[config.mk]
export PLATFORM = sky130hd
export DESIGN_NAME = fifo_sync_ft
export DESIGN_NICKNAME = d
export VERILOG_FILES = /design/src/rtl/fifo_sync_ft.sv
export SDC_FILE = /design/constraint.sdc
export NUM_CORES = 1
export LEC_CHECK = 0
export CAP_MARGIN = 5
export CELL_PAD_IN_SITES_DETAIL_PLACEMENT = 1
export CELL_PAD_IN_SITES_GLOBAL_PLACEMENT = 2
export CORE_MARGIN = 5
export CORE_UTILIZATION = 30
export CTS_CLUSTER_DIAMETER = 80
export CTS_CLUSTER_SIZE = 14
export DETAILED_ROUTE_END_ITERATION = 10
export GPL_TIMING_DRIVEN = 1
export PLACE_DENSITY = 0.64
export RECOVER_POWER = 100
export REMOVE_ABC_BUFFERS = 1
export SETUP_SLACK_MARGIN = 0.02
export SYNTH_ARGS = -nofsm -noshare
export SYNTH_HDL_FRONTEND = slang
export SYNTH_SLANG_ARGS = --single-unit
export TNS_END_PERCENT = 1
[constraint.sdc]
create_clock -name iClk -period 6.68 [get_ports iClk]
set_clock_uncertainty 0.1 [all_clocks]
set_input_delay 0.668 -clock iClk [delete_from_list [all_inputs] [get_ports iClk]]
set_output_delay 0.668 -clock iClk [all_outputs]
set_load 0.05 [all_outputs]
[src/rtl/fifo_sync_ft.sv]
// fifo_sync_ft: single-clock FIFO with arbitrary depth, occupancy count,
// almost-full/almost-empty thresholds and selectable first-word-fall-through.
//
// Ports:
//   iClk            clock, rising edge
//   iRst            synchronous active-high reset
//   iEnW / iEnR     push / pop requests (ignored when full / empty)
//   iClr            synchronous flush (pointers, count, flags, oData)
//   iData / oData   write / read data, BITWIDTH bits
//   oFull, oEmpty, oAFull, oAEmpty   flags derived from the registered count
//   oCount          current occupancy, $clog2(DEPTH+1) bits
//   oOvf / oUdf     sticky overflow / underflow, present only when
//                   FIFO_SYNC_FT_ERR_EN is defined
//
// FWFT=0: oData is loaded from the head on an accepted pop.
// FWFT=1: oData shows the head word whenever not empty, else 0.
module fifo_sync_ft #(
   parameter int unsigned BITWIDTH  = 8,
   parameter int unsigned DEPTH     = 8,
   parameter int unsigned AFULL_TH  = 6,
   parameter int unsigned AEMPTY_TH = 2,
   parameter int unsigned FWFT      = 0
) (
   input  logic                         iClk,
   input  logic                         iRst,
   input  logic                         iEnW,
   input  logic                         iEnR,
   input  logic                         iClr,
   input  logic [BITWIDTH-1:0]          iData,
   output logic [BITWIDTH-1:0]          oData,
   output logic                         oFull,
   output logic                         oEmpty,
   output logic                         oAFull,
   output logic                         oAEmpty,
   output logic [$clog2(DEPTH+1)-1:0]   oCount
`ifdef FIFO_SYNC_FT_ERR_EN
   ,
   output logic                         oOvf,
   output logic                         oUdf
`endif
);

   localparam int unsigned CW = $clog2(DEPTH + 1);
   localparam int unsigned PW = $clog2(DEPTH);
   localparam logic [PW-1:0] PTR_LAST = PW'(DEPTH - 1);

   logic [BITWIDTH-1:0] mem_q [DEPTH];

   logic [PW-1:0] wr_ptr_q, wr_ptr_d;
   logic [PW-1:0] rd_ptr_q, rd_ptr_d;
   logic [CW-1:0] count_q, count_d;
   logic          full_q, full_d;
   logic          empty_q, empty_d;
   logic          afull_q, afull_d;
   logic          aempty_q, aempty_d;
   logic          push_ok, pop_ok;

   // Wrap at DEPTH-1 so non power-of-two depths work.
   function automatic logic [PW-1:0] ptr_inc(input logic [PW-1:0] p);
      return (p == PTR_LAST) ? '0 : p + PW'(1);
   endfunction

   // Request acceptance, pointer/count update and flag derivation.
   always_comb begin
      push_ok  = iEnW && !full_q;
      pop_ok   = iEnR && !empty_q;
      wr_ptr_d = wr_ptr_q;
      rd_ptr_d = rd_ptr_q;
      count_d  = count_q;
      if (iClr) begin
         wr_ptr_d = '0;
         rd_ptr_d = '0;
         count_d  = '0;
      end else begin
         if (push_ok) wr_ptr_d = ptr_inc(wr_ptr_q);
         if (pop_ok)  rd_ptr_d = ptr_inc(rd_ptr_q);
         case ({push_ok, pop_ok})
            2'b10:   count_d = count_q + CW'(1);
            2'b01:   count_d = count_q - CW'(1);
            default: count_d = count_q;
         endcase
      end
      full_d   = (count_d == CW'(DEPTH));
      empty_d  = (count_d == '0);
      afull_d  = (count_d >= CW'(AFULL_TH));
      aempty_d = (count_d <= CW'(AEMPTY_TH));
   end

   // Control state registers.
   always_ff @(posedge iClk) begin
      if (iRst) begin
         wr_ptr_q <= '0;
         rd_ptr_q <= '0;
         count_q  <= '0;
         full_q   <= 1'b0;
         empty_q  <= 1'b1;
         afull_q  <= (AFULL_TH == 0);
         aempty_q <= 1'b1;
      end else begin
         wr_ptr_q <= wr_ptr_d;
         rd_ptr_q <= rd_ptr_d;
         count_q  <= count_d;
         full_q   <= full_d;
         empty_q  <= empty_d;
         afull_q  <= afull_d;
         aempty_q <= aempty_d;
      end
   end

   // Storage; contents survive reset and flush.
   always_ff @(posedge iClk) begin
      if (!iRst && !iClr && push_ok) mem_q[wr_ptr_q] <= iData;
   end

   generate
      if (FWFT != 0) begin : g_fwft
         // Head word shown directly, masked to 0 while empty.
         assign oData = empty_q ? '0 : mem_q[rd_ptr_q];
      end else begin : g_reg_read
         logic [BITWIDTH-1:0] data_q, data_d;

         always_comb begin
            data_d = data_q;
            if (iClr)        data_d = '0;
            else if (pop_ok) data_d = mem_q[rd_ptr_q];
         end

         always_ff @(posedge iClk) begin
            if (iRst) data_q <= '0;
            else      data_q <= data_d;
         end

         assign oData = data_q;
      end
   endgenerate

   assign oCount  = count_q;
   assign oFull   = full_q;
   assign oEmpty  = empty_q;
   assign oAFull  = afull_q;
   assign oAEmpty = aempty_q;

`ifdef FIFO_SYNC_FT_ERR_EN
   logic ovf_q, ovf_d;
   logic udf_q, udf_d;

   // Sticky error flags, cleared only by reset or flush.
   always_comb begin
      ovf_d = ovf_q | (iEnW & full_q);
      udf_d = udf_q | (iEnR & empty_q);
      if (iClr) begin
         ovf_d = 1'b0;
         udf_d = 1'b0;
      end
   end

   always_ff @(posedge iClk) begin
      if (iRst) begin
         ovf_q <= 1'b0;
         udf_q <= 1'b0;
      end else begin
         ovf_q <= ovf_d;
         udf_q <= udf_d;
      end
   end

   assign oOvf = ovf_q;
   assign oUdf = udf_q;
`endif

endmodule

==> impl_metrics.env, run 1 <==
export IMPL_status="complete, but fails checks"
export IMPL_violations="max-capacitance violations, max-slew violations"
export IMPL_ctsRootBufferMaster="clkbuf_16"
export IMPL_ys_flop_type="edfxtp_1"
export IMPL_start_util_pct=30.8
export IMPL_place_gp_congestion=0.693
export IMPL_clkSlewWorstSetupHoldPaths_ns=0.06
export IMPL_place_hpwl_um=4820
export IMPL_antenna_left=0
export IMPL_r2r_slack_ns=3.24
export IMPL_antenna_found_initial=0
export IMPL_worst_pin_slew_ns=1.51
export IMPL_synth_cells=222
export IMPL_ctsResizeCount=0
export IMPL_ir_drop_v=0.000117
export IMPL_max_freq_ghz=0.249
export IMPL_tns_ns=0
export IMPL_hold_violations=0
export IMPL_fin_crit_sh_pct=60.1
export IMPL_syn_area_per_cell_sq_um=16.0
export IMPL_synth_xor_area_share_pct=0.989
export IMPL_leakage_nw=1.38
export IMPL_clk_latency_ns=0.34
export IMPL_slew_viol_final=9
export IMPL_core_sq_um=11500
export IMPL_fill_cells=1174
export IMPL_power_density_nw_per_um2=273
export IMPL_drc=0
export IMPL_wirelength_um=7330
export IMPL_dr_pass1_iters=4
export IMPL_port_buffers=28
export IMPL_yosysWarnings=0
export IMPL_vias_per_cell=4.76
export IMPL_grt_remaining_overflow=0
export IMPL_drt_iter0_markers=87
export IMPL_rows=39
export IMPL_syn2layout_area_growth_pct=18.4
export IMPL_layout_common_cells="edfxtp_1 (64), dlygate4sd3_1 (26), dfxtp_1 (22), mux4_2 (16), a21oi_1 (16)"
export IMPL_crit_fanout=9
export IMPL_synthAdderAreaFrac_pct=2.12
export IMPL_synth_compound_area_share_pct=5.83
export IMPL_fin_nets=270
export IMPL_grt_pass1_wl_um=11800
export IMPL_vias=1901
export IMPL_ys_async_sr_fraction_pct=0
export IMPL_diodes=0
export IMPL_cts_buffers=9
export IMPL_critPathRequiredTime_ns=6.86
export IMPL_yosysSeqAreaShare_pct=66.7
export IMPL_p_total_mw=1.14
export IMPL_die_y_um=119
export IMPL_reg2reg_depth=7
export IMPL_cts_sinks=86
export IMPL_setup_viol=0
export IMPL_max_clock_path_buffers=2
export IMPL_post_cts_buffers=0
export IMPL_synth_seq_cells=86
export IMPL_crit_type="input pin to flop"
export IMPL_cts_htree_levels=3
export IMPL_track_usage_pct=11.1
export IMPL_layout_commonest_cell="edfxtp_1"
export IMPL_crit_arrival_ns=4.20
export IMPL_synthMuxAreaShare_pct=13.7
export IMPL_cts_tree="done"
export IMPL_holdCritPathClass="flop to flop"
export IMPL_synth_top_family_by_area="multiplexers"
export IMPL_ios=29
export IMPL_critPathLaunchType="input pin"
export IMPL_rsz0062_at_grt="no"
export IMPL_grt_max_degree=23
export IMPL_synth_simple_area_share_pct=7.35
export IMPL_cts_hold_buf=0
export IMPL_ys_types=40
export IMPL_max_slew_margin_rel_pct=-1.67
export IMPL_hold_depth=2
export IMPL_layout_drive_gt1_share_pct=15.6
export IMPL_grt_pass1_vias=1995
export IMPL_syn_area_sq_um=3540
export IMPL_fin_crit_ns=4.02
export IMPL_worst_setup_path_end_kind="flop"
export IMPL_synth_edf_count=64
export IMPL_maxCapViolations=1
export IMPL_dieArea_sq_um=14100
export IMPL_fp_dieW_um=119
export IMPL_routedWlPerCell_um=18.4
-- cell type report --
cell class | instances | area (sq um) | share of cell area [%]
clock inverter | 5 | 60.1 | 1.43
tap | 143 | 179 | 4.27
timing repair buffer | 31 | 299 | 7.13
inverter | 5 | 36.3 | 0.865
multi-input combinational | 118 | 1020 | 24.4
sequential | 86 | 2360 | 56.3
clock buffer | 11 | 233 | 5.55
-- kinds of logic after synthesis --
family | Yosys count
mux | 28
xor+xnor | 4
simple gates | 48
flops | 86
buf+inv | 18
compound gates | 32
fa+ha+maj | 6
-- where the power goes --
part / internal [mW] / leakage [nW] / switching [mW]
Sequential: 0.579 / 0.755 / 0.00408
Combinational: 0.0245 / 0.487 / 0.0430
Clock: 0.291 / 0.140 / 0.202
-- sequential cells by signal (all words and copies together), names as in the netlist --
register	flops
wr_ptr_q	3
mem_q	64
rd_ptr_q	3
oEmpty	1
oCount	4
oAFull	1
oFull	1
oData	8
oAEmpty	1
-- synth_stat cells (2+ instances only) --
library cell / count / area [sq um]
nand2_1: 11 / 41.3
mux2i_1: 10 / 100
or3_1: 2 / 12.5
a21oi_1: 16 / 80.1
nand3_1: 3 / 15.0
dfxtp_1: 22 / 440
nor2_1: 14 / 52.6
xor2_1: 2 / 17.5
clkbuf_1: 3 / 11.3
ha_1: 6 / 75.1
nor3_1: 7 / 35.0
buf_4: 3 / 22.5
edfxtp_1: 64 / 1920
nand3b_1: 2 / 15.0
o21ai_0: 9 / 45.0
inv_1: 3 / 11.3
xnor2_1: 2 / 17.5
buf_6: 2 / 22.5
mux4_2: 16 / 360
nand2b_1: 2 / 12.5
buf_2: 4 / 20.0
-- routing by layer --
metal | GRT usage (%) | up-vias | share of wire (%)
met4 | 3.91 | 0 | 1.2
met3 | 3.82 | 7 | 3.3
li1 | - | 911 | -
met1 | 14.6 | 954 | 48
met5 | 0 | - | 0
met2 | 17.0 | 29 | 47
-- through the flow --
| stage | hold slack, ns | worst slack (ns) | cells | util [%] | cell area [sq um] |
|---|---|---|---|---|---|
| 4_1_cts | 0.448 | 3.67 | 399 | 36.8 | 4240 |
| 3_3_place_gp | 0.420 | 3.15 | 383 | 34.2 | 3940 |
| 5_1_grt | 0.488 | 2.39 | 399 | 36.4 | 4190 |
| 3_5_place_dp | 0.429 | 3.31 | 383 | 34.3 | 3950 |
| 6_report | 0.443 | 2.66 | 399 | 36.4 | 4190 |
| 2_1_floorplan | 0.393 | 4.12 | 209 | - | 3460 |
-- critical path, cell delays in order --
cell and delay (ns):
dlygate4sd3_1 0.53, nor2b_1 0.60, clkinv_8 0.15, ha_1 0.51, nor2_1 0.10, mux2_1 0.33, o311ai_0 1.01, o211a_1 0.28
-- path summary, 6_finish.rpt --
| check | from | end |
|---|---|---|
| max | iEnW | oFull |
| min | oData[0] | oData[0] |
| max reg2reg | oFull | oFull |
| min reg2reg | oData[0] | oData[0] |
No activity file was read; power rests on OpenSTA's default activity.
==> inputs of run 2 (changes only) <==
==> constraint.sdc (replaced) <==
create_clock -name iClk -period 3.94 [get_ports iClk]
set_clock_uncertainty 0.1 [all_clocks]
set_input_delay 0.394 -clock iClk [delete_from_list [all_inputs] [get_ports iClk]]
set_output_delay 0.394 -clock iClk [all_outputs]
set_load 0.05 [all_outputs]
==> run 2 against run 1 <==
  * The flow now finishes without violations
  * Routed wire length rose by 2.3%
  * Combinational power rose by 72%
  * Sequential power rose by 70%
  * Critical path depth did not move
  * Clock power rose by 75%
  * Worst setup slack got worse by 1.8 ns
  * Clock-buffer cell count fell by 2
  * Critical path type unchanged
  * Largest cell class unchanged
==> impl_metrics.env, run 2 (synthesis gave the netlist of run 1 again) <==
export IMPL_reg2reg_depth=7
export IMPL_p_seq_share_pct=50.2
export IMPL_fin_crit_sh_pct=78.7
export IMPL_switching_power_mw=0.447
export IMPL_wirelength_um=7500
export IMPL_power_density_nw_per_um2=464
export IMPL_max_clock_path_buffers=2
export IMPL_maxCapViolations=0
export IMPL_fin_ws_ns=0.838
export IMPL_die_y_um=119
export IMPL_status="complete, no violations"
export IMPL_clkSlewWorstSetupHoldPaths_ns=0.06
export IMPL_cts_sinks=86
export IMPL_cts_tree="done"
export IMPL_design_area_sq_um=4250
export IMPL_largest_register="mem_q"
export IMPL_hold_violations=0
export IMPL_drc=0
export IMPL_core_sq_um=11500
export IMPL_leakage_nw=1.42
export IMPL_grt_pass1_wl_um=12200
export IMPL_start_util_pct=30.8
export IMPL_hold_depth=2
export IMPL_slew_viol_final=0
export IMPL_vias_per_cell=4.82
export IMPL_worst_setup_path_end_kind="flop"
export IMPL_cts_buffers=9
export IMPL_layout_common_cells="edfxtp_1 (64), dlygate4sd3_1 (26), dfxtp_1 (22), mux4_2 (16), a21oi_1 (16)"
export IMPL_p_total_mw=1.97
export IMPL_ir_drop_v=0.000244
export IMPL_cts_htree_levels=3
export IMPL_pwr_share_clk_pct=43.9
export IMPL_diodes=0
export IMPL_grt_max_degree=23
export IMPL_max_slew_margin_rel_pct=31.0
export IMPL_critPathLaunchType="input pin"
export IMPL_crit_type="input pin to flop"
export IMPL_p_comb_share_pct=5.9
export IMPL_antenna_left=0
export IMPL_layout_commonest_cell="edfxtp_1"
export IMPL_critPathRequiredTime_ns=4.12
export IMPL_port_buffers=28
export IMPL_holdCritPathClass="flop to flop"
export IMPL_layout_drive_gt1_share_pct=15.6
export IMPL_drt_iter0_markers=67
export IMPL_cp_slowest_cell="nor2b_1"
export IMPL_track_usage_pct=11.5
export IMPL_ios=29
export IMPL_dieArea_sq_um=14100
export IMPL_max_stage_delay_ns=0.64
export IMPL_syn2layout_area_growth_pct=20.0
export IMPL_cts_hold_buf=0
export IMPL_rows=39
export IMPL_max_freq_ghz=0.322
export IMPL_worst_path_stages=8
export IMPL_worst_pin_slew_ns=1.03
export IMPL_setup_viol=0
export IMPL_fin_cells=405
export IMPL_clk_latency_ns=0.33
export IMPL_r2r_slack_ns=1.12
export IMPL_cp_buffers_inverters=2
export IMPL_grt_remaining_overflow=0
export IMPL_dr_pass1_iters=4
export IMPL_internal_power_mw=1.52
export IMPL_vias=1951
export IMPL_crit_chain="dlygate4sd3_1 > nor2b_1 > clkinv_8 > ha_1 > nor3b_1 > mux2_1 > o311ai_4 > o211a_1"
export IMPL_fill_cells=1175
export IMPL_routedWlPerCell_um=18.5
export IMPL_post_cts_buffers=0
export IMPL_postPlaceCellArea_sq_um=3990
export IMPL_swShare_pct=22.7
export IMPL_fin_nets=276
export IMPL_antenna_found_initial=0
export IMPL_tns_ns=0
export IMPL_fp_dieW_um=119
export IMPL_fin_crit_ns=3.10
export IMPL_final_util_pct=36.9
export IMPL_dpl_worst_slack_ns=1.00
export IMPL_rsz0062_at_grt="no"
export IMPL_grt_pass1_vias=2104
export IMPL_crit_arrival_ns=3.28
export IMPL_largest_reg_flops=64
export IMPL_place_hpwl_um=4980
export IMPL_cp_top_family="simple AND/OR/NAND/NOR gates"
export IMPL_ctsResizeCount=0
export IMPL_hold_worst_slack_ns=0.440
export IMPL_ctsRootBufferMaster="clkbuf_16"
export IMPL_place_gp_congestion=0.748
export IMPL_crit_fanout=9
export IMPL_dp_cells=389
[run 2: changes by cell type in the layout (fill, tap and decap cells not counted), sizes merged]
| cell | delta |
|---|---|
| inv | +1 |
| buf | -2 |
| clkinv | +1 |
| clkbuf | +6 |
[run 2: path summary, 6_finish.rpt]
check / start / end
max: iEnW / oFull
min: wr_ptr_q[1] / wr_ptr_q[1]
max reg2reg: oFull / oFull
min reg2reg: wr_ptr_q[1] / wr_ptr_q[1]
[run 2: power by group through the flow]
stage               Clock [mW]  Combinational [mW]  Sequential [mW]
floorplan                    0              0.0526             1.03
global placement             0               0.122             1.01
detailed placement           0               0.124             1.01
CTS                      0.890               0.124            0.991
global route             0.934               0.128            0.991
finish                   0.865               0.116            0.991
[run 2: worst reg2reg max path: cells and delay by family (launching register included)]
| kind | cells | cell delay [ns] |
|---|---|---|
| and+or+nand+nor | 2 | 0.99 |
| buffers and inverters | 1 | 0.15 |
| AOI/OAI and AO/OA | 2 | 0.32 |
| muxes | 1 | 0.42 |
| adders and majority gates | 1 | 0.48 |
| DFF | 1 | 0.32 |
[run 2: area by class of cell]
| type | count | area, sq um | share of cell area [%] |
|---|---|---|---|
| inverter | 5 | 36.3 | 0.853 |
| multi-input combinational | 118 | 1050 | 24.7 |
| sequential | 86 | 2360 | 55.6 |
| tap | 143 | 179 | 4.21 |
| clock inverter | 7 | 82.6 | 1.94 |
| timing repair buffer | 37 | 314 | 7.39 |
| clock buffer | 9 | 225 | 5.30 |
[run 2: metal layers]
layer / up-vias / global-route usage (%) / wire length (um)
met4: 0 / 4.13 / 113
met3: 7 / 2.96 / 203
met1: 996 / 14.8 / 3510
met5: - / 0 / 0
li1: 924 / - / -
met2: 24 / 18.7 / 3680
